===== config.mk =====
export PLATFORM = sky130hd
export DESIGN_NAME = ps2_key_decoder
export DESIGN_NICKNAME = d
export VERILOG_FILES = /design/src/rtl/ps2_key_decoder.sv
export SDC_FILE = /design/constraint.sdc
export NUM_CORES = 1
export LEC_CHECK = 0
export CAP_MARGIN = 20
export CORE_UTILIZATION = 30
export DETAILED_ROUTE_END_ITERATION = 10
export MAX_ROUTING_LAYER = met4
export PLACE_DENSITY = 0.58
export SLEW_MARGIN = 20
export SYNTH_ARGS = -nofsm -noshare
export SYNTH_HDL_FRONTEND = slang
export SYNTH_SLANG_ARGS = --single-unit

===== constraint.sdc =====
create_clock -name clk_sys -period 3.7 [get_ports clk_sys]
set_input_delay 0.74 -clock clk_sys [delete_from_list [all_inputs] [get_ports clk_sys]]
set_output_delay 0.74 -clock clk_sys [all_outputs]
set_load 0.005 [all_outputs]

===== src/rtl/ps2_key_decoder.sv =====
// PS/2 device-to-host receiver: synchronises and deglitches the lines, frames bytes,
// and folds E0/F0 prefixes into a toggling 11-bit key-event word.
module ps2_key_decoder #(
  parameter int FILTER_LEN = 8,
  parameter int TIMEOUT    = 36000
) (
  input  logic        clk_sys,
  input  logic        reset_n,
  input  logic        ps2_clk_in,
  input  logic        ps2_data_in,
  output logic [10:0] ps2_key,
  output logic        frame_err
);

  localparam int FW = $clog2(FILTER_LEN + 1);
  localparam int TW = $clog2(TIMEOUT + 1);

  typedef enum logic [1:0] {S_IDLE, S_DATA, S_PARITY, S_STOP} state_t;

  logic          r_clk_s1, r_clk_s2, r_dat_s1, r_dat_s2;
  logic          r_filt, r_filt_d;
  logic [FW-1:0] r_fcnt;
  logic [TW-1:0] r_tcnt;
  state_t        r_state, w_state_nx;
  logic [2:0]    r_bitcnt;
  logic [7:0]    r_shift;
  logic          r_par;
  logic          r_ext, r_rel;
  logic          r_acc_vld;
  logic [7:0]    r_acc_byte;
  logic [10:0]   r_key;
  logic          r_frame_err;

  logic w_strobe, w_timeout, w_active;
  logic w_err, w_accept, w_drop, w_shift_en, w_par_en;

  assign w_strobe  = r_filt_d & ~r_filt;
  assign w_active  = (r_state != S_IDLE) | r_ext | r_rel;
  assign w_timeout = (r_tcnt == TW'(TIMEOUT));

  always_ff @(posedge clk_sys or negedge reset_n) begin
    if (!reset_n) begin
      r_clk_s1 <= 1'b1;
      r_clk_s2 <= 1'b1;
      r_dat_s1 <= 1'b1;
      r_dat_s2 <= 1'b1;
      r_filt   <= 1'b1;
      r_filt_d <= 1'b1;
      r_fcnt   <= '0;
    end else begin
      r_clk_s1 <= ps2_clk_in;
      r_clk_s2 <= r_clk_s1;
      r_dat_s1 <= ps2_data_in;
      r_dat_s2 <= r_dat_s1;
      r_filt_d <= r_filt;
      // Level flips on the FILTER_LEN-th consecutive differing sample.
      if (r_clk_s2 == r_filt) begin
        r_fcnt <= '0;
      end else if (r_fcnt == FW'(FILTER_LEN - 1)) begin
        r_filt <= r_clk_s2;
        r_fcnt <= '0;
      end else begin
        r_fcnt <= r_fcnt + 1'b1;
      end
    end
  end

  always_comb begin
    w_state_nx = r_state;
    w_err      = 1'b0;
    w_accept   = 1'b0;
    w_drop     = 1'b0;
    w_shift_en = 1'b0;
    w_par_en   = 1'b0;
    if (w_timeout) begin
      w_state_nx = S_IDLE;
      w_err      = (r_state != S_IDLE);
    end else if (w_strobe) begin
      case (r_state)
        S_IDLE: begin
          if (!r_dat_s2) w_state_nx = S_DATA;
          else           w_err      = 1'b1;
        end
        S_DATA: begin
          w_shift_en = 1'b1;
          if (r_bitcnt == 3'd7) w_state_nx = S_PARITY;
        end
        S_PARITY: begin
          w_par_en   = 1'b1;
          w_state_nx = S_STOP;
        end
        S_STOP: begin
          w_state_nx = S_IDLE;
          if (r_dat_s2 && (^{r_shift, r_par})) begin
            w_accept = 1'b1;
          end else begin
            w_err  = 1'b1;
            w_drop = 1'b1;
          end
        end
        default: w_state_nx = S_IDLE;
      endcase
    end
  end

  always_ff @(posedge clk_sys or negedge reset_n) begin
    if (!reset_n) begin
      r_state     <= S_IDLE;
      r_bitcnt    <= '0;
      r_shift     <= '0;
      r_par       <= 1'b0;
      r_tcnt      <= '0;
      r_acc_vld   <= 1'b0;
      r_acc_byte  <= '0;
      r_frame_err <= 1'b0;
    end else begin
      r_state     <= w_state_nx;
      r_frame_err <= w_err;
      r_acc_vld   <= w_accept;
      if (w_accept) r_acc_byte <= r_shift;
      if (w_strobe && r_state == S_IDLE) r_bitcnt <= '0;
      if (w_shift_en) begin
        r_shift  <= {r_dat_s2, r_shift[7:1]};
        r_bitcnt <= r_bitcnt + 1'b1;
      end
      if (w_par_en) r_par <= r_dat_s2;
      if (w_strobe || !w_active || w_timeout) r_tcnt <= '0;
      else                                    r_tcnt <= r_tcnt + 1'b1;
    end
  end

  // Prefix flags persist across frames until a non-prefix byte, a bad frame or a timeout.
  always_ff @(posedge clk_sys or negedge reset_n) begin
    if (!reset_n) begin
      r_ext <= 1'b0;
      r_rel <= 1'b0;
      r_key <= '0;
    end else if (w_timeout || w_drop) begin
      r_ext <= 1'b0;
      r_rel <= 1'b0;
    end else if (r_acc_vld) begin
      if (r_acc_byte == 8'hE0) begin
        r_ext <= 1'b1;
      end else if (r_acc_byte == 8'hF0) begin
        r_rel <= 1'b1;
      end else begin
        r_key <= {~r_key[10], ~r_rel, r_ext, r_acc_byte};
        r_ext <= 1'b0;
        r_rel <= 1'b0;
      end
    end
  end

  assign ps2_key   = r_key;
  assign frame_err = r_frame_err;

endmodule

==> impl_metrics.env, run 1 <==
export IMPL_worstPathArrival_ns=2.80
export IMPL_wire_per_inst_um=13.1
export IMPL_synth_top_family_by_area="simple AND/OR/NAND/NOR gates"
export IMPL_slew_violations=0
export IMPL_layout_drive_gt1_share_pct=20.2
export IMPL_max_freq_mhz=389
export IMPL_syn_to_final_growth_pct=17.8
export IMPL_h_tree_depth=3
export IMPL_crit_type="reg2reg"
export IMPL_ant_nets=0
export IMPL_async_reset_ff_share_pct=100
export IMPL_r2r_start="r_tcnt[0]"
export IMPL_diodes=0
export IMPL_syn_nets=243
export IMPL_drt_vias_per_instance=4.73
export IMPL_wl_met2_mm=2.32
export IMPL_cts_resized=0
export IMPL_relSlewSlack_pct=52.4
export IMPL_synth_mux_area_share_pct=12.5
export IMPL_dp_hpwl_mm=3.26
export IMPL_synth_xor_area_share_pct=7.60
export IMPL_yosys_warnings=0
export IMPL_r2r_slack_ns=1.13
export IMPL_hp_class="reg2reg"
export IMPL_clockBufferDepth=2
export IMPL_whs_path_depth=0
export IMPL_powerDensity_nw_per_um2=564
export IMPL_grt_max_degree=50
export IMPL_postSynthCellCount=229
export IMPL_setup_viol=0
export IMPL_die_h_um=99.2
export IMPL_io_pin_count=16
export IMPL_clock_sinks=63
export IMPL_drc=0
export IMPL_whs_endpoint="r_dat_s2"
export IMPL_numCtsBuffers=9
export IMPL_synth_edf_count=0
export IMPL_wl_met1_mm=2.33
export IMPL_final_hold_viol_count=0
export IMPL_core_area_um2=9200
export IMPL_synthFlopType="dfrtp_1"
export IMPL_drtIter0Drc=70
export IMPL_yosys_area_share_simple_pct=12.7
export IMPL_fin_nets=267
export IMPL_path_max_fanout=11
export IMPL_hp_start="r_dat_s1"
export IMPL_postSynthAreaPerCell_um2=12.4
export IMPL_drt_pre_antenna_iters=4
export IMPL_cts_setup_buffers=0
export IMPL_grt_first_pass_wirelength_mm=8.60
export IMPL_io_buffers=15
export IMPL_highest_signal_layer="met4"
export IMPL_grt_usage_pct=11.7
export IMPL_num_rows=35
export IMPL_rsz0062_at_grt="false"
export IMPL_overflow=0
export IMPL_synth_compound_area_share_pct=4.55
export IMPL_drv_cap=0
export IMPL_post_dp_cell_area_um2=3110
export IMPL_finalCritPeriodShare_pct=69.5
export IMPL_critPathLaunchType="flop"
export IMPL_ys_types=40
export IMPL_routed_wl_met3_um=119
export IMPL_dr_total_vias=1747
export IMPL_end_kind="flop"
export IMPL_wl_mm=4.83
export IMPL_cts_tree="done"
export IMPL_r2r_cells=7
export IMPL_outcome="complete, no violations"
export IMPL_synth_cell_area_um2=2830
export IMPL_finalInstanceArea_um2=3340
export IMPL_grt_antenna_before_repair=0
export IMPL_required_ns=3.92
export IMPL_grt_pass1_vias=1796
export IMPL_finalSetupTns_ns=0
export IMPL_ys_seq_area_share_pct=55.9
export IMPL_cts_hold_buf=0
export IMPL_gp_congestion=0.774
export IMPL_ys_seq_elements=63
export IMPL_initial_utilization_pct=30.8
export IMPL_finClkSkew_ns=0.0102
export IMPL_dp_slack_ns=1.12
export IMPL_synthAdderAreaFrac_pct=4.42
export IMPL_clk_pin_slew_worst_paths_ns=0.07
export IMPL_die_w_um=99.2
export IMPL_rr_endpoint="ps2_key[0]"
export IMPL_power_leakage_nw=1.53
export IMPL_worst_pin_slew_ns=0.715
export IMPL_timing_final_crit_period_ns=2.57
export IMPL_vdd_drop_max_mv=0.170
export IMPL_cts_root_buffer="clkbuf_8"
export IMPL_clkLatencyLatePin_ns=0.34
export IMPL_worst_slack_ns=1.13
export IMPL_die_area_um2=9830
[cells by family (layout without fill, tap and decap cells)]
| family | count (synthesis) | in the layout |
|---|---|---|
| muxes | 29 | 29 |
| DFF | 63 | 63 |
| and+or+nand+nor | 69 | 69 |
| adders and majority gates | 10 | 10 |
| buffers and inverters | 16 | 45 |
| AOI/OAI and AO/OA | 20 | 20 |
| xor gates and xnor gates | 22 | 22 |
[cell usage in the layout, fill, tap and decap left out, drive strengths merged, types with 4 or more instances in the layout]
cell           instances
dfrtp                 57
mux2                  26
nor2                  21
nand2                 14
clkdlybuf4s50         14
clkbuf                13
inv                   12
xnor2                 12
ha                    10
xor2                   9
o21ai                  7
nand4                  6
a21oi                  6
dfstp                  6
nor3                   5
nand3                  4
nor4                   4
[per-stage QoR]
step           cells  hold slack, ns  utilization [%]  power, mW
4_1_cts          369           0.357             36.2       1.91
6_report         369           0.356             36.3       1.88
3_3_place_gp     353           0.347             33.8       1.22
2_1_floorplan    229           0.345                -       1.12
3_5_place_dp     353           0.347             33.8       1.23
5_1_grt          369           0.362             36.3       2.00
[worst max path at each step]
stage / startpoint / end
floorplan: r_shift[1] / ps2_key[1]
global placement: r_tcnt[0] / ps2_key[0]
detailed placement: r_tcnt[0] / ps2_key[0]
CTS: r_tcnt[0] / ps2_key[0]
global route: r_tcnt[0] / ps2_key[0]
finish: r_tcnt[0] / ps2_key[0]
[flip-flops by register name, indices dropped and copies added, names as in the netlist]
register,cells
r_clk_s1,1
r_state,2
r_bitcnt,3
r_par,1
r_filt_d,1
r_filt,1
r_shift,8
frame_err,1
r_clk_s2,1
r_dat_s1,1
r_ext,1
r_dat_s2,1
r_fcnt,4
r_acc_vld,1
r_rel,1
ps2_key,11
r_acc_byte,8
r_tcnt,16
[cell type report]
cell class / instances / area [um2]
Multi-Input combinational cell: 150 / 1180
Clock inverter: 3 / 65.1
Tap cell: 111 / 139
Inverter: 12 / 45.0
Timing Repair Buffer: 17 / 163
Clock buffer: 13 / 159
Sequential cell: 63 / 1580
Fill cell: 890 / 5860
[critical path, stage by stage (launching register included)]
cell	delay, ns
dfrtp_1	0.42
inv_1	0.07
ha_1	0.14
nor4bb_1	0.27
nand4_1	0.27
o21ai_0	0.23
a311o_1	0.64
mux2_2	0.40
[cell usage after synthesis, types with 2 or more instances]
library cell,number,area (um2)
dfstp_2,6,158
or3_1,3,18.8
clkbuf_1,2,7.51
nor2_1,21,78.8
and3_1,3,18.8
o21ai_0,7,35.0
inv_1,12,45.0
xor2_1,9,78.8
ha_1,10,125
nand2_1,14,52.6
xnor2_1,11,96.3
mux2_4,8,120
nor4_1,3,18.8
nand3_1,4,20.0
mux2i_1,3,30.0
nor3_1,5,25.0
a21oi_1,6,30.0
mux2_2,17,191
dfrtp_1,57,1430
nor2b_1,3,18.8
nand4_1,6,37.5
[metal layers]
metal | GRT usage [%] | up-vias
met5 | - | -
met4 | 7.13 | 0
met3 | 2.74 | 8
met2 | 17.3 | 26
met1 | 14.5 | 866
li1 | - | 847
[power by group]
part | switching, mW | internal, mW
clock network | 0.248 | 0.416
logic | 0.214 | 0.167
registers | 0.0669 | 0.770
(Power assumes the default switching activity.)
==> run 2: changes to the inputs <==
--- a/config.mk
+++ b/config.mk
@@ -9,7 +9,7 @@
 export CORE_UTILIZATION = 30
 export DETAILED_ROUTE_END_ITERATION = 10
 export MAX_ROUTING_LAYER = met4
-export PLACE_DENSITY = 0.58
+export PLACE_DENSITY = 0.59
 export SLEW_MARGIN = 20
 export SYNTH_ARGS = -nofsm -noshare
 export SYNTH_HDL_FRONTEND = slang
==> constraint.sdc (replaced) <==
create_clock -name clk_sys -period 2.33 [get_ports clk_sys]
set_input_delay 0.466 -clock clk_sys [delete_from_list [all_inputs] [get_ports clk_sys]]
set_output_delay 0.466 -clock clk_sys [all_outputs]
set_load 0.005 [all_outputs]
==> run 2 against run 1 <==
  * Non-clock buffer count is 6 higher
  * Register-to-register slack worse by 1.0 ns
  * Count of clock-buffer cells in the layout is 4 lower
  * Sequential power is 58% higher
  * Hold slack worse by 0.29 ns
  * Setup slack worse by 1.0 ns
  * Sequential share of layout area is 0.91 points lower
  * Utilization is 0.71 points higher
  * Maximum frequency is 16% higher
  * Critical path depth is 1 lower
  * Final cell count is 1.6% higher
  * Via count is 0.17% higher
  * Critical endpoint is now ps2_key[1]
==> impl_metrics.env, run 2 (synthesis results as in run 1) <==
export IMPL_finalPower_mw=2.98
export IMPL_power_internal_mw=2.11
export IMPL_p_seq_share_pct=44.3
export IMPL_crit_path_start="r_shift[1]"
export IMPL_largest_reg_flops=16
export IMPL_dp_hpwl_mm=3.37
export IMPL_clock_sinks=63
export IMPL_required_ns=2.56
export IMPL_worstPathArrival_ns=2.44
export IMPL_layout_drive_gt1_share_pct=22.7
export IMPL_io_buffers=15
export IMPL_clockBufferDepth=2
export IMPL_io_pin_count=16
export IMPL_max_freq_mhz=452
export IMPL_cts_hold_buf=0
export IMPL_vdd_drop_max_mv=0.271
export IMPL_h_tree_depth=3
export IMPL_outcome="complete, no violations"
export IMPL_cpPeakStageDelay_ns=0.46
export IMPL_setup_viol=0
export IMPL_wl_mm=4.76
export IMPL_timing_final_crit_period_ns=2.21
export IMPL_worst_slack_ns=0.119
export IMPL_critPathLaunchType="flop"
export IMPL_power_switching_uw=875
export IMPL_fin_nets=273
export IMPL_hp_class="in2async"
export IMPL_power_leakage_nw=1.55
export IMPL_initial_utilization_pct=30.8
export IMPL_grt_first_pass_wirelength_mm=8.31
export IMPL_cts_tree="done"
export IMPL_finalCritPeriodShare_pct=94.9
export IMPL_syn_to_final_growth_pct=20.1
export IMPL_top_register="r_tcnt"
export IMPL_finalSetupTns_ns=0
export IMPL_cts_resized=0
export IMPL_die_h_um=99.2
export IMPL_ant_nets=0
export IMPL_die_area_um2=9830
export IMPL_cts_root_buffer="clkbuf_8"
export IMPL_crit_chain="xnor2_1, xnor3_2, xnor2_2, a311o_1, buf_12, mux2_4"
export IMPL_final_cell_mix="dfrtp_1, nor2_1, mux2_2"
export IMPL_dp_slack_ns=0.131
export IMPL_multi_input_area_um2=1180
export IMPL_grt_usage_pct=11.4
export IMPL_crit_type="reg2reg"
export IMPL_slew_violations=0
export IMPL_clk_pin_slew_worst_paths_ns=0.07
export IMPL_overflow=0
export IMPL_num_rows=35
export IMPL_end_kind="flop"
export IMPL_dpl_cell_count=359
export IMPL_cts_setup_buffers=0
export IMPL_cpMaxStageDelayCell="xnor3_2"
export IMPL_clockPowerShare_pct=34.9
export IMPL_diodes=0
export IMPL_dr_total_vias=1750
export IMPL_final_hold_viol_count=0
export IMPL_drt_pre_antenna_iters=4
export IMPL_clkLatencyLatePin_ns=0.35
export IMPL_drc=0
export IMPL_ff_latch_area_um2=1580
export IMPL_relSlewSlack_pct=64.8
export IMPL_drtIter0Drc=74
export IMPL_gp_congestion=0.790
export IMPL_grt_pass1_vias=1761
export IMPL_r2r_start="r_shift[1]"
export IMPL_die_w_um=99.2
export IMPL_numCtsBuffers=9
export IMPL_stdcell_count=375
export IMPL_rsz0062_at_grt="false"
export IMPL_p_comb_share_pct=20.8
export IMPL_switching_share_pct=29.4
export IMPL_worst_pin_slew_ns=0.528
export IMPL_layout_commonest_cell="dfrtp_1"
export IMPL_core_area_um2=9200
export IMPL_path_max_fanout=11
export IMPL_powerDensity_nw_per_um2=877
export IMPL_n_fill_cell=892
export IMPL_wire_per_inst_um=12.7
export IMPL_drv_cap=0
export IMPL_drt_vias_per_instance=4.67
export IMPL_grt_max_degree=28
export IMPL_grt_antenna_before_repair=0
export IMPL_finClkSkew_ns=0.0100
-- run 2: changes by cell type in the layout (fill, tap and decap cells not counted), sizes merged --
cell,previous run,this run
buf,3,9
clkbuf,13,9
clkinv,1,0
clkinvlp,0,5
-- run 2: power by group through the flow --
| stage | logic, mW | clock network (mW) | registers [mW] |
|---|---|---|---|
| after floorplan | 0.458 | 0 | 1.32 |
| after global placement | 0.621 | 0 | 1.34 |
| after detailed placement | 0.630 | 0 | 1.34 |
| after CTS | 0.636 | 1.07 | 1.32 |
| after global routing | 0.698 | 1.11 | 1.34 |
| final | 0.620 | 1.04 | 1.32 |
-- run 2: final cells by class --
type                    instances  share of cell area [%]
repair buffers                 23                    6.77
clock inverters                 7                    2.87
well taps                     111                    4.08
multi-input cells             150                    34.7
inverters                      12                    1.32
flip-flops and latches         63                    46.6
clock buffers                   9                    3.64
-- run 2: per-layer routing --
| metal | wire (um) | global-route usage [%] | up-vias |
|---|---|---|---|
| li1 | - | - | 859 |
| met1 | 2380 | 14.2 | 854 |
| met4 | 108 | 8.14 | 0 |
| met2 | 2160 | 16.5 | 26 |
| met5 | 0 | - | - |
| met3 | 106 | 2.53 | 11 |
-- run 2: critical path: cells and delay by family, from the launching register on --
kind,cells,cell delay (ns)
DFF,1,0.42
AOI/OAI and AO/OA,1,0.41
buffers and inverters,1,0.16
xor gates and xnor gates,3,0.82
muxes,1,0.29
-- run 2: final timing paths --
path / end / slack (ns) / cells past startpoint
max: ps2_key[1] / 0.12 / 6
min: ps2_key[6] / 0.06 / 1
max reg2reg: ps2_key[1] / 0.12 / 6
min reg2reg: r_clk_s2 / 0.36 / 0
max in group asynchronous: r_clk_s1 / 1.58 / 2
min in group clk_sys: r_clk_s2 / 0.36 / 0
-- run 2: per-stage QoR --
step                instance area, um2  utilization [%]  hold WS (ns)
floorplan                         2830                -         0.170
detailed placement                3180             34.6         0.347
CTS                               3400             37.0        0.0562
global route                      3400             37.0        0.0843
finish                            3400             37.0        0.0646
global placement                  3180             34.6         0.346
==> run 3: changes to the inputs <==
--- a/config.mk
+++ b/config.mk
@@ -8,6 +8,8 @@
 export CAP_MARGIN = 20
 export CORE_UTILIZATION = 30
 export DETAILED_ROUTE_END_ITERATION = 10
+export GPL_ROUTABILITY_DRIVEN = 0
+export HOLD_SLACK_MARGIN = 0.05
 export MAX_ROUTING_LAYER = met4
 export PLACE_DENSITY = 0.59
 export SLEW_MARGIN = 20
==> results of run 3 <==
Same layout as run 2: the final DEF is identical, and so are final timing and power.
